**config.mk**
```make
export PLATFORM = sky130hd
export DESIGN_NAME = multicycle_control_unit
export DESIGN_NICKNAME = d
export VERILOG_FILES = /design/src/rtl/mips_ctrl_pkg.sv /design/src/rtl/mem_wait_timer.sv /design/src/rtl/multicycle_control_unit.sv
export SDC_FILE = /design/constraint.sdc
export NUM_CORES = 1
export LEC_CHECK = 0
export CAP_MARGIN = 20
export CORE_ASPECT_RATIO = 0.8
export CORE_UTILIZATION = 38
export CTS_BUF_LIST = sky130_fd_sc_hd__clkbuf_8
export CTS_CLUSTER_DIAMETER = 120
export DETAILED_ROUTE_END_ITERATION = 8
export PLACE_DENSITY_LB_ADDON = 0.12
export SLEW_MARGIN = 20
export SYNTH_ARGS = -nofsm -noshare
export SYNTH_HDL_FRONTEND = slang
export SYNTH_SLANG_ARGS = --single-unit
export TNS_END_PERCENT = 1
```
**constraint.sdc**
```tcl
create_clock -name clk -period 1.6 [get_ports clk]
set_input_delay 0.16 -clock clk [delete_from_list [all_inputs] [get_ports clk]]
set_output_delay 0.16 -clock clk [all_outputs]
set_load 0.05 [all_outputs]
```
**src/rtl/mips_ctrl_pkg.sv**
```systemverilog
// Shared encodings for the multicycle MIPS control unit: opcodes, datapath
// select codes, FSM states and the bundled control word.
package mips_ctrl_pkg;

    localparam logic [5:0] OP_RTYPE = 6'h00;
    localparam logic [5:0] OP_ADDI  = 6'h08;
    localparam logic [5:0] OP_LW    = 6'h23;
    localparam logic [5:0] OP_SW    = 6'h2B;
    localparam logic [5:0] OP_BEQ   = 6'h04;
    localparam logic [5:0] OP_J     = 6'h02;

    typedef enum logic [1:0] {
        ALU_ADD   = 2'd0,
        ALU_SUB   = 2'd1,
        ALU_FUNCT = 2'd2
    } alu_op_e;

    typedef enum logic [1:0] {
        SRC_B_RT      = 2'd0,
        SRC_B_FOUR    = 2'd1,
        SRC_B_IMM     = 2'd2,
        SRC_B_IMM_SH2 = 2'd3
    } src_b_e;

    typedef enum logic [1:0] {
        PC_SRC_ALU    = 2'd0,
        PC_SRC_ALUOUT = 2'd1,
        PC_SRC_JUMP   = 2'd2
    } pc_src_e;

    typedef enum logic [3:0] {
        S_FETCH,
        S_DECODE,
        S_MEM_ADDR,
        S_MEM_RD,
        S_MEM_WB,
        S_MEM_WR,
        S_EXEC,
        S_ALU_WB,
        S_BRANCH,
        S_JUMP,
        S_HALT
    } state_e;

    typedef struct packed {
        logic    pc_write;
        logic    pc_write_cond;
        logic    i_or_d;
        logic    ir_write;
        logic    mem_read;
        logic    mem_write;
        logic    mem_2_reg;
        logic    reg_dst;
        logic    reg_write;
        logic    alu_src_a;
        src_b_e  alu_src_b;
        alu_op_e alu_op;
        pc_src_e pc_source;
    } ctrl_t;

    // States that hold a memory request open until mem_ready.
    function automatic logic is_wait_state(input state_e s);
        return (s == S_FETCH) || (s == S_MEM_RD) || (s == S_MEM_WR);
    endfunction

endpackage

```
**src/rtl/mem_wait_timer.sv**
```systemverilog
// Counts unacknowledged memory cycles; timeout fires in the cycle whose miss
// would bring the count to MEM_WAIT_MAX, so the FSM waits at most that many cycles.
module mem_wait_timer #(
    parameter int unsigned MEM_WAIT_MAX = 15
) (
    input  logic clk,
    input  logic rst,
    input  logic clear,
    input  logic active,
    input  logic mem_ready,
    output logic timeout
);

    logic [7:0] count;

    // NOTE: sequential state uses non-blocking assignments so every flop samples pre-edge values.
    always_ff @(posedge clk) begin
        if (rst || clear) begin
            count <= '0;
        end else if (active && !mem_ready) begin
            count <= count + 8'd1;
        end
    end

    // mem_ready in the same cycle wins: timeout is qualified by !mem_ready.
    assign timeout = active && !mem_ready && (count == 8'(MEM_WAIT_MAX - 1));

endmodule

```
**src/rtl/multicycle_control_unit.sv**
```systemverilog
// Multicycle MIPS control FSM: registered state, combinational control decode,
// sticky fault flags and a wrapping retired-instruction counter.
module multicycle_control_unit
    import mips_ctrl_pkg::*;
#(
    parameter int unsigned MEM_WAIT_MAX = 15,
    parameter int unsigned RETIRE_CNT_W = 32
) (
    input  logic                    clk,
    input  logic                    rst,
    input  logic [5:0]              opcode,
    input  logic                    mem_ready,
    output logic                    pc_write,
    output logic                    pc_write_cond,
    output logic                    i_or_d,
    output logic                    ir_write,
    output logic                    mem_read,
    output logic                    mem_write,
    output logic                    mem_2_reg,
    output logic                    reg_dst,
    output logic                    reg_write,
    output logic                    alu_src_a,
    output logic [1:0]              alu_src_b,
    output logic [1:0]              alu_op,
    output logic [1:0]              pc_source,
    output logic                    illegal_instr,
    output logic                    bus_error,
    output logic [RETIRE_CNT_W-1:0] retired_cnt
);

    state_e     state, state_next;
    logic [5:0] op_q;
    ctrl_t      ctrl, ctrl_out;
    logic       timeout, wait_active, wait_clear;
    logic       retire, set_illegal, set_bus_error;

    assign wait_active = is_wait_state(state);
    assign wait_clear  = (state_next != state);

    mem_wait_timer #(.MEM_WAIT_MAX(MEM_WAIT_MAX)) u_wait_timer (
        .clk       (clk),
        .rst       (rst),
        .clear     (wait_clear),
        .active    (wait_active),
        .mem_ready (mem_ready),
        .timeout   (timeout)
    );

    always_ff @(posedge clk) begin
        if (rst) begin
            state         <= S_FETCH;
            op_q          <= '0;
            retired_cnt   <= '0;
            illegal_instr <= 1'b0;
            bus_error     <= 1'b0;
        end else begin
            state <= state_next;
            if (state == S_DECODE) op_q <= opcode;
            if (retire)            retired_cnt <= retired_cnt + RETIRE_CNT_W'(1);
            if (set_illegal)       illegal_instr <= 1'b1;
            if (set_bus_error)     bus_error <= 1'b1;
        end
    end

    // NOTE: every always_comb output gets a default first, so no path can infer a latch.
    always_comb begin
        state_next    = state;
        ctrl          = '0;
        retire        = 1'b0;
        set_illegal   = 1'b0;
        set_bus_error = 1'b0;
        unique case (state)
            S_FETCH: begin
                ctrl.mem_read  = 1'b1;
                ctrl.alu_src_b = SRC_B_FOUR;
                if (mem_ready) begin
                    ctrl.ir_write = 1'b1;
                    ctrl.pc_write = 1'b1;
                    state_next    = S_DECODE;
                end else if (timeout) begin
                    set_bus_error = 1'b1;
                    state_next    = S_HALT;
                end
            end
            S_DECODE: begin
                ctrl.alu_src_b = SRC_B_IMM_SH2;
                case (opcode)
                    OP_RTYPE, OP_ADDI: state_next = S_EXEC;
                    OP_LW, OP_SW:      state_next = S_MEM_ADDR;
                    OP_BEQ:            state_next = S_BRANCH;
                    OP_J:              state_next = S_JUMP;
                    default: begin
                        set_illegal = 1'b1;
                        state_next  = S_HALT;
                    end
                endcase
            end
            S_EXEC: begin
                ctrl.alu_src_a = 1'b1;
                if (op_q == OP_RTYPE) begin
                    ctrl.alu_src_b = SRC_B_RT;
                    ctrl.alu_op    = ALU_FUNCT;
                end else begin
                    ctrl.alu_src_b = SRC_B_IMM;
                    ctrl.alu_op    = ALU_ADD;
                end
                state_next = S_ALU_WB;
            end
            S_ALU_WB: begin
                ctrl.reg_write = 1'b1;
                ctrl.reg_dst   = (op_q == OP_RTYPE);
                retire         = 1'b1;
                state_next     = S_FETCH;
            end
            S_MEM_ADDR: begin
                ctrl.alu_src_a = 1'b1;
                ctrl.alu_src_b = SRC_B_IMM;
                state_next     = (op_q == OP_LW) ? S_MEM_RD : S_MEM_WR;
            end
            S_MEM_RD: begin
                ctrl.mem_read = 1'b1;
                ctrl.i_or_d   = 1'b1;
                if (mem_ready) begin
                    state_next = S_MEM_WB;
                end else if (timeout) begin
                    set_bus_error = 1'b1;
                    state_next    = S_HALT;
                end
            end
            S_MEM_WB: begin
                ctrl.reg_write = 1'b1;
                ctrl.mem_2_reg = 1'b1;
                retire         = 1'b1;
                state_next     = S_FETCH;
            end
            S_MEM_WR: begin
                ctrl.mem_write = 1'b1;
                ctrl.i_or_d    = 1'b1;
                if (mem_ready) begin
                    retire     = 1'b1;
                    state_next = S_FETCH;
                end else if (timeout) begin
                    set_bus_error = 1'b1;
                    state_next    = S_HALT;
                end
            end
            S_BRANCH: begin
                ctrl.alu_src_a     = 1'b1;
                ctrl.alu_src_b     = SRC_B_RT;
                ctrl.alu_op        = ALU_SUB;
                ctrl.pc_write_cond = 1'b1;
                ctrl.pc_source     = PC_SRC_ALUOUT;
                retire             = 1'b1;
                state_next         = S_FETCH;
            end
            S_JUMP: begin
                ctrl.pc_write  = 1'b1;
                ctrl.pc_source = PC_SRC_JUMP;
                retire         = 1'b1;
                state_next     = S_FETCH;
            end
            S_HALT:  state_next = S_HALT;
            default: state_next = S_FETCH;
        endcase
    end

    // Strobes stay quiet for the whole reset pulse, even though state already reads FETCH.
    assign ctrl_out = rst ? '0 : ctrl;

    assign pc_write      = ctrl_out.pc_write;
    assign pc_write_cond = ctrl_out.pc_write_cond;
    assign i_or_d        = ctrl_out.i_or_d;
    assign ir_write      = ctrl_out.ir_write;
    assign mem_read      = ctrl_out.mem_read;
    assign mem_write     = ctrl_out.mem_write;
    assign mem_2_reg     = ctrl_out.mem_2_reg;
    assign reg_dst       = ctrl_out.reg_dst;
    assign reg_write     = ctrl_out.reg_write;
    assign alu_src_a     = ctrl_out.alu_src_a;
    assign alu_src_b     = ctrl_out.alu_src_b;
    assign alu_op        = ctrl_out.alu_op;
    assign pc_source     = ctrl_out.pc_source;

endmodule

```
=== Yosys cells after proc, flatten, opt, wreduce, memory -nomap -nowiden ===
Index checks and enable logic that the tools add are counted.

* Bits in registers: 52
* Bits of input ports: 9
* Word-level logic and storage cells: 73

* Add/subtract/negate cells: 2
* Eq/ne operators: 18
* Multiplexer cells: 29
* Reduce and logical (&&, ||, !) cells: 18

{| class="wikitable"
|+ Operators by type and width
! operator !! count
|-
| adder 32 x 1 -> 32 bit (second input constant) || 1
|-
| one-hot mux 4 bit (7 select lines) || 1
|-
| 2-to-1 mux 4 bit || 5
|-
| == test 6 bit (second input constant) || 3
|-
| == test 4 x 3 -> 1 bit (second input constant) || 4
|-
| 2-to-1 mux 16 bit || 1
|-
| one-hot mux 4 bit (4 select lines) || 1
|-
| 2-to-1 mux 1 bit || 15
|-
| == test 4 bit (second input constant) || 3
|-
| zero test 6 bit || 2
|-
| OR reduction 2 bit || 5
|-
| adder 8 x 1 -> 8 bit (second input constant) || 1
|-
| == test 4 x 2 -> 1 bit (second input constant) || 2
|-
| == test 8 x 4 -> 1 bit (second input constant) || 1
|-
| one-hot mux 2 bit (2 select lines) || 2
|-
| one-hot mux 2 bit (4 select lines) || 1
|-
| == test 6 x 2 -> 1 bit (second input constant) || 1
|-
| == test 6 x 3 -> 1 bit (second input constant) || 1
|-
| == test 6 x 4 -> 1 bit (second input constant) || 1
|-
| OR reduction 3 bit || 2
|-
| OR reduction 6 bit || 1
|-
| == test 4 x 1 -> 1 bit (second input constant) || 1
|-
| zero test 4 bit || 1
|-
| != test 4 bit || 1
|-
| other kinds (6) || 10
|}

=== Depth between registers and ports, before layout ===
Gate-level depths: netlist of the first run.

* Depth after elaboration: 10
* Gate-level depth with buffers: 8

=== By module ===
From an unflattened synthesis of the first run, not the netlist that was laid out.

* Cell total of the unflattened synthesis: 354
* Area, all modules: 2,786.4 µm²

{| class="wikitable"
|+ Modules (own cells, without submodules)
! module !! times used !! cells an instance !! area each (µm²)
|-
| multicycle_control_unit || 1 || 309 || 2,379.8
|-
| mem_wait_timer || 1 || 45 || 406.6
|}

=== Worst setup path after synthesis of the first run ===
Ideal clock, no wire load.

* Kind: flip-flop to output port
* From: register state[0]
* To: output port pc_source[0]
* Arrival time: 2.677 ns
* Setup slack: -1.237 ns
* Cell stages (with the launch flop): 5
* Buffers on the path: 3
* Path through: dfxtp_1 buf_2 buf_1 nor4_1 buf_4

* Longest elaborated chain between the ends: 3
* Elaborated cells on any way between the ends: 4
* Those cells by class: 2 x eq/ne; 2 x mux

{| class="wikitable"
|+ RTL lines
! element !! line !! RTL
|-
| from (decl) || multicycle_control_unit.sv:31 || <nowiki>state_e state, state_next;</nowiki>
|-
| from (signal assigned) || multicycle_control_unit.sv:57 || <nowiki>state <= state_next;</nowiki>
|-
| == test 4 bit || multicycle_control_unit.sv:72 || <nowiki>unique case (state)</nowiki>
|-
| one-hot mux 2 bit (2 select lines) (*) || multicycle_control_unit.sv:72 ||
|-
| 2-to-1 mux 16 bit (*) || multicycle_control_unit.sv:168 || <nowiki>assign ctrl_out = rst ? '0 : ctrl;</nowiki>
|-
| to (decl) || multicycle_control_unit.sv:25 || <nowiki>output logic [1:0] pc_source,</nowiki>
|}

Mark *: on every way between the ends. The rest lies on a longest branch, timed or not.

=== Worst setup path after layout of the first run ===
* From: register retired_cnt[5]
* To: register retired_cnt[17]

* Longest elaborated chain between the ends: 1

{| class="wikitable"
|+ RTL lines
! element !! line !! RTL
|-
| from (decl) || multicycle_control_unit.sv:28 || <nowiki>output logic [RETIRE_CNT_W-1:0] retired_cnt</nowiki>
|-
| from (signal assigned) || multicycle_control_unit.sv:59 || <nowiki>if (retire) retired_cnt <= retired_cnt + RETIRE_CNT_W'(1);</nowiki>
|-
| adder 32 x 1 -> 32 bit || multicycle_control_unit.sv:59 ||
|}

Every way passes these cells.
A chain may end at the register's enable or synchronous reset.

==> results by group, run 1 <==
Worst setup path
  • Reg-to-Reg Start: retired_cnt[5]$_SDFFE_PP0P_
  • Crit-path max FO: 5
  • Data arrival time of the critical path: between 2 and 2.5 ns
  • Slowest CP cell: or4_4
  • Worst path required time: approximately 1.8 ns
  • CP Class: flip-flop to flip-flop
  • Worst R2R End: retired_cnt[17]$_SDFFE_PP0P_
  • Worst path max stage delay: around 0.43 ns
  • Startpoint Class: flip-flop
  • Setup slack, reg-to-reg: -0.20 ns
  • R2R cell count: 5
  • Crit end category: flip-flop
  • CP cell instances: nand4_4 -> or2_4 -> or3_4 -> or4_4 -> a21oi_2

Timing
  • Final Skew: between 0.01 and 0.015 ns
  • Slew headroom: 74.64%
  • Min Tclk post-route: 1.801 ns
  • Final worst slack: -0.2015 ns
  • Fin. Hold Viols: 0
  • Final setup vio count: just under 50
  • Pins Over Slew Limit: 0
  • Fmax: between 0.5 and 0.6 GHz
  • Final Cycle Share: 112.6%
  • Setup TNS: -5.539 ns
  • Slew of the pin with the lowest slew margin: 0.3776 ns
  • RSZ-0062 raised after global routing: true

Synthesis
  • Synthesized area: roughly 0.003 mm²
  • Sequential cell area fraction in the yosys report: roughly a third
  • Unique masters post-synth: 53
  • Cells after Synth: 379
  • Seq cells post-synth: 52
  • Post-synth ARST share: 0%
  • Area leader, netlist: dfxtp_1
  • Top cells by count, synth: 52 x dfxtp_1, 42 x a21oi_1, 32 x nand2_1, 26 x nor2_1
  • Main flop type after synthesis: dfxtp_1
  • Mapped Nets: ~390
  • Yosys warns: 0
  • Most common cell in the netlist: dfxtp_1
  • Area contributors post-synth: dfxtp_1 35%, a21oi_1 7.0%, o31ai_1 5.7%
  • Post-synth EDFFs: 0
  • Synth Area per Inst: between 7 and 8 µm²
  • Area share of the largest cell type after synthesis: between 30% and 40%

GRT
  • Vias in the first global route: slightly above 3,000
  • First-pass GRT wire length: about 14 mm
  • Largest net degree at the start of global routing: 36
  • Grt ovf: 0
  • Initial antenna violation count: 0
  • Total GRT Usage: between 20% and 30%

Clocking
  • CTS tree: built
  • Clock Pin Slew Worst Setup and Hold Paths: 0.09 ns
  • TritonCTS Sinks: between 50 and 60
  • # H-tree levels: 2
  • Root Buffer: clkbuf_8
  • Clock Latency Late Sink: roughly 0.31 ns
  • Total CTS buffers: 5
  • Clock buffer depth: 2
  • CTS Hold Bufs: 0

Floorplan
  • Initial Util: around 40%
  • IO Pins: ~60
  • Row count: 28
  • Width of the chip: 101.6 µm
  • Core box area: between 0.007 and 0.008 mm²
  • Die height: around 80 µm
  • Die Area: 0.008291 mm²

Detailed routing
  • WL met1: between 4 and 5 mm
  • Post-DR vias/cell: roughly 5.4
  • Metal2 WL: around 4.0 mm
  • Via count: ~3,300
  • Met3 WL: roughly 390 µm
  • Drt first-iter violations: between 100 and 150
  • Wire per inst: ~14 µm
  • Max Used Layer: met4
  • ANT nets after route: 0
  • Final WL: 8.807 mm
  • Pre-antenna DRT Iters: 4
  • DRC: 0

Cells and area
  • Number of diodes: 0
  • Final Util: approximately 64%
  • Fin nets: 520
  • Area Overhead vs Synth: 61.09%
  • Layout cells sized above 1: between 40% and 50%

Hold path
  • Worst Hold Path EP: bus_error$_SDFFE_PP0P_
  • Hold depth: 3
  • Type of the most critical hold path: primary input to flip-flop
  • Hold Crit Start: rst

Placement
  • GP Congestion: 0.8787
  • DPL Wire Length: between 6 and 7 mm
  • Number of buffers added on ports: a little under 60
  • Dpl ws: -0.4476 ns

Job
  • Max-cap violations: 0

Run status
  • Failing checks: negative setup slack
  • Status: finished, violations left

Power and ir drop
  • Peak supply drop: about 0.00035 V
  • Pwr/cell area: ~640 mW/mm²
  • Leak pwr: around 0.0018 µW
[through the flow]
stage / hold WS (ns) / cell area [µm²] / cells / total power (µW)
floorplan: 0.2960 / 3129 / 379 / 1870
global placement: 0.4470 / 4462 / 605 / 2229
detailed placement: 0.4539 / 4462 / 605 / 2248
CTS: 0.4405 / 4728 / 614 / 3064
global route: 0.4666 / 4853 / 614 / 3231
finish: 0.4567 / 4853 / 614 / 3095
[cell families (layout without fill, tap and decap cells)]
kind of cell               after synthesis  count (layout)  share of synthesized area (%)
and+or+nand+nor                        181             181                          34.93
xor gates and xnor gates                11              11                          3.198
muxes                                    7               7                          2.533
adders and majority gates                3               3                          1.246
buffers and inverters                   37             167                          5.814
AOI/OAI and AO/OA                       88              88                          17.73
DFF                                     52              52                          34.55
[report_power, final]
group | switching, µW | total [µW] | internal, µW | leakage [µW]
clock | 443 | 740 | 296 | 0.0000505
sequential | 49.5 | 1360 | 1310 | 0.000439
combinational | 557 | 994 | 437 | 0.00135
[flip-flops by register name (all words and copies together), names as in the netlist]
name / cells
bus_error: 1
illegal_instr: 1
op_q: 6
retired_cnt: 32
state: 4
u_wait_timer.count: 8
[worst max-delay path by stage]
| stage | from | endpoint | slack, ns | cells past startpoint |
|---|---|---|---|---|
| after floorplan | retired_cnt[11]$_SDFFE_PP0P_ | retired_cnt[28]$_SDFFE_PP0P_ | -0.29 | 7 |
| after global placement | mem_ready | retired_cnt[11]$_SDFFE_PP0P_ | -0.39 | 7 |
| after detailed placement | mem_ready | retired_cnt[20]$_SDFFE_PP0P_ | -0.45 | 7 |
| after CTS | op_q[4]$_SDFFE_PP0P_ | alu_op[1] | -0.23 | 6 |
| after global routing | op_q[4]$_SDFFE_PP0P_ | alu_src_b[1] | -0.27 | 7 |
| final | retired_cnt[5]$_SDFFE_PP0P_ | retired_cnt[17]$_SDFFE_PP0P_ | -0.20 | 5 |
[placed cells by master, fill, tap and decap left out, types with 3 or more instances in the layout]
master           instances
nand2b_1                 3
o31ai_1                 23
nand4_1                 11
inv_1                    7
nor2_1                  20
a21oi_2                  9
nor2_2                   4
mux2_2                   5
a31oi_1                  4
nor3_4                   3
ha_1                     3
nor4_2                   3
xnor2_1                  6
or3_1                    5
clkdlybuf4s50_1          7
nor3_2                  15
nand2_1                 31
buf_4                  121
buf_6                    8
nor3_1                   6
o21ai_0                  7
dfxtp_1                 23
clkbuf_8                 5
nor2b_1                  6
nand3_1                 11
and4_1                   3
and3_1                   6
a21oi_1                 32
buf_12                  15
nor4_1                   3
dfxtp_4                 14
xor2_1                   4
dfxtp_2                 15
or4_1                   21
[worst max-delay path, delay by kind of cell, from the launching register on]
family / cells / cell delay (ns)
compound gates: 1 / 0.14
simple gates: 4 / 1.23
flops: 1 / 0.37
[area by class of cell]
type / count / area [µm²]
clock buffers: 5 / 68.82
well taps: 105 / 131.4
clock inverters: 3 / 12.51
inverters: 6 / 26.28
fillers: 668 / 2679
flip-flops and latches: 52 / 1112
multi-input cells: 290 / 2113
repair buffers: 153 / 1389
[metal layers]
metal / GRT usage, % / vias to the layer above
met5: 0 / -
met4: 6.812 / 0
met3: 3.489 / 8
met2: 36.08 / 73
met1: 29.98 / 1575
li1: - / 1674
[timing repair]
item,CTS,global route
hold endpoints to repair,0,0
endpoints found under the setup margin,59,56
setup buffers,1,0
pin swaps,25,6
resized for setup,47,26
(Power assumes the default switching activity.)
==> inputs of run 2 (changes only) <==
- SYNTH_HIERARCHICAL: default -> 1
==> results by group, run 2 <==
Run status
  • Status: finished, violations left
  • Failing checks: design-rule violations, negative setup slack

Power and ir drop
  • Pwr/cell area: slightly above 800 mW/mm²
  • Peak supply drop: 0.0006140 V
  • Leak pwr: about 0.0018 µW

Synthesis
  • Mapped Nets: approximately 370
  • Post-synth ARST share: 0%
  • Area contributors post-synth: dfxtp_1 37%, xnor2_1 6.3%, a21oi_1 5.9%
  • Sequential cell area fraction in the yosys report: between 30 and 40%
  • Synthesized area: 0.002786 mm²
  • Cells after Synth: 354
  • Unique masters post-synth: 52
  • Most common cell in the netlist: dfxtp_1
  • Main flop type after synthesis: dfxtp_1
  • Area leader, netlist: dfxtp_1
  • Synth Area per Inst: slightly below 8 µm²
  • Post-synth EDFFs: 0
  • Seq cells post-synth: 52
  • Yosys warns: 6
  • Top cells by count, synth: 52 x dfxtp_1, 40 x nor2_1, 35 x nand2_1, 33 x a21oi_1
  • Area share of the largest cell type after synthesis: 37.36%

GRT
  • Largest net degree at the start of global routing: 53
  • Vias in the first global route: roughly 2,900
  • Total GRT Usage: between 20 and 25%
  • First-pass GRT wire length: about 14 mm
  • Grt ovf: 0
  • Initial antenna violation count: 0

Timing
  • Slew of the pin with the lowest slew margin: roughly 0.57 ns
  • Final Cycle Share: 140.7%
  • Setup TNS: -16.31 ns
  • Fmax: 0.4441 GHz
  • RSZ-0062 raised after global routing: true
  • Final Skew: approximately 0.0067 ns
  • Final worst slack: -0.6516 ns
  • Min Tclk post-route: ~2.3 ns
  • Pins Over Slew Limit: 0
  • Final setup vio count: 59
  • Fin. Hold Viols: 0
  • Slew headroom: roughly three fifths

Detailed routing
  • Pre-antenna DRT Iters: 6
  • Final WL: 8.161 mm
  • Post-DR vias/cell: 5.231
  • ANT nets after route: 0
  • Wire per inst: between 10 and 15 µm
  • Drt first-iter violations: about 140
  • DRC: 7
  • Via count: 3,081

Worst setup path
  • Worst path required time: 1.80 ns
  • Reg-to-Reg Start: u_wait_timer/count[0]$_SDFFE_PP0P_
  • Setup slack, reg-to-reg: -0.65 ns
  • Data arrival time of the critical path: ~2.5 ns
  • Startpoint Class: flip-flop
  • CP Class: flip-flop to flip-flop
  • Setup crit start: u_wait_timer/count[0]$_SDFFE_PP0P_
  • Crit end category: flip-flop
  • R2R cell count: 10
  • Worst setup path endpoint: u_wait_timer/count[7]$_SDFFE_PP0P_
  • Worst R2R End: u_wait_timer/count[7]$_SDFFE_PP0P_
  • Crit-path max FO: 8

Placement
  • DPL Wire Length: slightly above 6 mm
  • Number of buffers added on ports: 58
  • GP Congestion: 0.8688

Floorplan
  • IO Pins: 59
  • Core box area: 0.006993 mm²
  • Initial Util: roughly two fifths
  • Die Area: 0.007681 mm²
  • Row count: 27
  • Width of the chip: slightly below 100 µm
  • Die height: slightly below 80 µm

Clocking
  • Clock buffer depth: 2
  • Clock Latency Late Sink: 0.31 ns
  • Clock Pin Slew Worst Setup and Hold Paths: 0.10 ns
  • Root Buffer: clkbuf_8
  • TritonCTS Sinks: 52
  • CTS tree: built
  • Total CTS buffers: 5
  • # H-tree levels: 2

Cells and area
  • Largest registers: retired_cnt x32, u_wait_timer/count x8, op_q x6
  • Fin nets: around 510
  • Layout cells sized above 1: between 40% and 50%
  • Most frequent cells in the layout: 132 x buf_4, 37 x nor2_1, 34 x nand2_1, 32 x dfxtp_1, 31 x a21oi_1
  • Area Overhead vs Synth: 65.07%
  • Final Util: 65.77%
  • Flip-flop count of the largest register after layout: 32
  • Register bank with the most flops: retired_cnt
  • Filler cells: 593
  • Most common cell after layout, fill and taps aside: buf_4
  • Number of diodes: 0

Hold path
  • Type of the most critical hold path: primary input to flip-flop
  • Hold Crit Start: rst

Job
  • Max-cap violations: 0
[run 2: what timing repair did]
action | in CTS | in global routing
setup buffers | 0 | 0
cloned | 0 | 0
endpoints found under the setup margin | 61 | 63
hold buffers | 0 | 0
resized for setup | 24 | 10
pin swaps | 18 | 6
[run 2: area by class of cell]
class | instances | area (µm²) | share of cell area [%]
Multi-Input combinational cell | 271 | 1794 | 39.01
Timing Repair Buffer | 163 | 1474 | 32.05
Sequential cell | 52 | 1069 | 23.23
Tap cell | 87 | 108.9 | 2.367
Clock buffer | 6 | 82.58 | 1.795
Clock inverter | 2 | 38.79 | 0.8433
Inverter | 8 | 32.53 | 0.7073
[run 2: stage by stage]
step / hold WS, ns / power [µW] / cells / cell area (µm²) / worst slack [ns]
after floorplan: 0.2960 / 2131 / 354 / 2918 / -0.5908
after global placement: 0.4457 / 2722 / 581 / 4350 / -0.5699
after detailed placement: 0.4542 / 2732 / 581 / 4350 / -0.6742
after CTS: 0.3129 / 3764 / 589 / 4558 / -0.6432
after global routing: 0.3230 / 3934 / 589 / 4599 / -0.7984
final: 0.3229 / 3774 / 589 / 4599 / -0.6516
[run 2: routing by layer]
layer  up-vias  global-route usage (%)  share of wire (%)
met2        59                   36.81                 47
li1       1556                       -                  -
met3         7                   4.007                3.5
met1      1459                   29.50                 49
met5         -                       0                  0
met4         0                   4.697               0.56
[run 2: cell families (layout without fill, tap and decap cells)]
family | Yosys count | count (layout) | synth area share, %
simple gates | 173 | 173 | 33.36
flops | 52 | 52 | 37.36
mux | 1 | 1 | 0.3592
buf+inv | 31 | 179 | 4.849
fa+ha+maj | 3 | 3 | 1.347
compound gates | 68 | 68 | 14.55
xor+xnor | 26 | 26 | 8.172
[run 2: report_power, final]
part / switching (µW) / total [µW] / internal, µW / leakage (µW)
Sequential: 48.7 / 1400 / 1350 / 0.000430
Combinational: 718 / 1400 / 683 / 0.00136
Clock: 464 / 976 / 513 / 0.0000614
Total: 1230 / 3770 / 2540 / 0.00185
[run 2: worst max-delay path, stage by stage (launching register included)]
cell      delay [ns]
dfxtp_1         0.33
inv_1           0.05
ha_1            0.14
or4b_4          0.49
nor3_4          0.24
nand3_1         0.13
a21oi_2         0.17
a311oi_1        0.06
o221ai_1        0.25
or2_4           0.22
a21oi_1         0.06
[run 2: worst min path at each step]
stage                                         to  slack [ns]  cells after the start
finish              retired_cnt[22]$_SDFFE_PP0P_        0.32                      3
global route        retired_cnt[15]$_SDFFE_PP0P_        0.32                      3
CTS                 retired_cnt[13]$_SDFFE_PP0P_        0.31                      3
detailed placement          op_q[4]$_SDFFE_PP0P_        0.45                      2
global placement            op_q[4]$_SDFFE_PP0P_        0.45                      2
floorplan                   op_q[2]$_SDFFE_PP0P_        0.30                      2
==> inputs of run 3 (changes only) <==
- CORE_UTILIZATION: 38 -> 48
==> results by group, run 3 (synthesis gave the netlist of run 2 again) <==
Job
  • Max-cap violations: 0

Timing
  • Pins Over Slew Limit: 0
  • Fmax: approximately 0.46 GHz
  • Final setup vio count: a little over 60
  • Final Cycle Share: 135.9%
  • Slew headroom: 67.16%
  • Final worst slack: -0.5743 ns
  • Setup TNS: -19.05 ns
  • Fin. Hold Viols: 0
  • Min Tclk post-route: around 2.2 ns
  • Slew of the pin with the lowest slew margin: a little under 0.5 ns
  • RSZ-0062 raised after global routing: true
  • Final Skew: between 0.015 and 0.02 ns
  • Tightest hold margin: 0.3306 ns

Placement
  • Placed Cells incl. Taps: 578
  • GP Congestion: about 0.95
  • DPL Wire Length: between 6 and 7 mm
  • Number of buffers added on ports: 58

Power and ir drop
  • Pwr/cell area: roughly 800 mW/mm²
  • Total power: between 3000 and 4000 µW
  • Peak supply drop: between 0.0006 and 0.0007 V
  • Leak pwr: approximately 0.0019 µW

Cells and area
  • Layout cells sized above 1: roughly half
  • Number of diodes: 0
  • Register bank with the most flops: retired_cnt
  • FF+latch area: 0.001074 mm²
  • Flip-flop count of the largest register after layout: 32
  • Area of the multi-input gates: ~0.0019 mm²
  • Finished Layout Cells: 593
  • Fin nets: around 530
  • Most common cell after layout, fill and taps aside: buf_4
  • Most frequent cells in the layout: 137 x buf_4, 34 x nor2_1, 33 x nand2_1, 32 x dfxtp_1, 26 x a21oi_1
  • Filler cells: about 310
  • Largest registers: retired_cnt x32, u_wait_timer/count x8, op_q x6
  • Area Overhead vs Synth: 71.67%

Detailed routing
  • ANT nets after route: 0
  • DRC: 0
  • Drt first-iter violations: between 200 and 300
  • Wire per inst: 17.74 µm
  • Via count: roughly 3,400
  • Pre-antenna DRT Iters: 6
  • Final WL: approximately 11 mm
  • Post-DR vias/cell: 5.799

Clocking
  • TritonCTS Sinks: 52
  • Root Buffer: clkbuf_8
  • Total CTS buffers: 5
  • CTS tree: built
  • Clock buffer depth: 2
  • # H-tree levels: 2
  • Clock Latency Late Sink: approximately 0.32 ns
  • Clock Pin Slew Worst Setup and Hold Paths: 0.11 ns

Worst setup path
  • Crit end category: flip-flop
  • Worst R2R End: u_wait_timer/count[1]$_SDFFE_PP0P_
  • Setup slack, reg-to-reg: -0.57 ns
  • Reg-to-Reg Start: u_wait_timer/count[0]$_SDFFE_PP0P_
  • Slowest CP cell: or4b_4
  • R2R cell count: 10
  • Startpoint Class: flip-flop
  • Data arrival time of the critical path: ~2.4 ns
  • Worst path required time: between 1.5 and 2 ns
  • CP delay by family, top: simple AND/OR/NAND/NOR gates
  • CP Class: flip-flop to flip-flop
  • Crit-path max FO: 8
  • CP cell instances: inv_2 -> ha_4 -> or4b_4 -> nor3_4 -> nand3_2 -> a21oi_2 -> a311oi_1 -> o221ai_1 -> or2_4 -> a211oi_2
  • CP bufs+invs: 1
  • Worst path max stage delay: roughly 0.49 ns

Hold path
  • Worst Hold Path EP: retired_cnt[18]$_SDFFE_PP0P_
  • Hold Crit Start: rst
  • Type of the most critical hold path: primary input to flip-flop
  • Hold depth: 3

Floorplan
  • Core box area: approximately 0.0055 mm²
  • Initial Util: between 50% and 60%
  • Width of the chip: 87.19 µm
  • Row count: 24
  • Die Area: between 0.006 and 0.007 mm²
  • Die height: roughly 70 µm
  • IO Pins: 59

GRT
  • Vias in the first global route: 3,214
  • First-pass GRT wire length: 15.83 mm
  • Grt ovf: 0
  • Initial antenna violation count: 0
  • Largest net degree at the start of global routing: 53
  • Total GRT Usage: approximately 33%

Run status
  • Status: finished, violations left
  • Failing checks: negative setup slack
## run 3: changes by cell type in the layout (fill, tap and decap cells not counted), moves of 3 or more
| cell | delta |
|---|---|
| a21oi_2 | +5 |
| nor2_1 | -3 |
| buf_4 | +5 |
| nor3_1 | -3 |
| a21oi_1 | -5 |
| buf_6 | +8 |
## run 3: worst reg2reg max path: cells and delay by family, from the launching register on
family	cells	cell delay, ns
AOI/OAI and AO/OA	4	0.47
and+or+nand+nor	4	1.08
adders and majority gates	1	0.11
buffers and inverters	1	0.06
DFF	1	0.34
## run 3: layout make-up
| class | count | share of cell area [%] |
|---|---|---|
| clock buffers | 5 | 1.439 |
| multi-input cells | 271 | 39.45 |
| repair buffers | 176 | 33.38 |
| flip-flops and latches | 52 | 22.44 |
| well taps | 78 | 2.040 |
| inverters | 8 | 0.6801 |
| clock inverters | 3 | 0.5755 |
## run 3: worst max path at each step
stage                                       start                            endpoint  slack, ns  depth (start not counted)
2_1_floorplan                 state[0]$_SDFF_PP0_  u_wait_timer/count[1]$_SDFFE_PP0P_      -0.59                         13
3_3_place_gp                            mem_ready        retired_cnt[27]$_SDFFE_PP0P_      -0.59                          6
3_5_place_dp                            mem_ready        retired_cnt[27]$_SDFFE_PP0P_      -0.64                          6
4_1_cts                       state[2]$_SDFF_PP0_                            pc_write      -0.52                          8
5_1_grt        u_wait_timer/count[0]$_SDFFE_PP0P_  u_wait_timer/count[1]$_SDFFE_PP0P_      -0.68                         10
6_report       u_wait_timer/count[0]$_SDFFE_PP0P_  u_wait_timer/count[1]$_SDFFE_PP0P_      -0.57                         10
## run 3: repair_timing
item,4_1_cts,5_1_grt
pin swaps,22,15
setup endpoints to repair,62,62
resized for setup,43,25
setup buffers,7,0
hold buffers,0,0
## run 3: through the flow
step | utilization (%) | area [µm²] | setup WS, ns
floorplan | - | 2918 | -0.5908
global placement | 79.12 | 4372 | -0.5902
detailed placement | 79.12 | 4372 | -0.6445
CTS | 84.76 | 4683 | -0.5206
global route | 86.57 | 4783 | -0.6761
finish | 86.57 | 4783 | -0.5743
## run 3: power breakdown
group | internal [µW] | switching (µW) | total (µW)
clock network | 323 | 491 | 814
logic | 755 | 833 | 1590
registers | 1350 | 60.6 | 1410
## run 3: layer usage
metal / vias up / routed length, µm / track usage [%]
li1: 1584 / - / -
met1: 1639 / 4467 / 43.97
met2: 170 / 4949 / 52.67
met3: 46 / 755 / 7.329
met4: 0 / 349 / 10.02
met5: - / 0 / 0
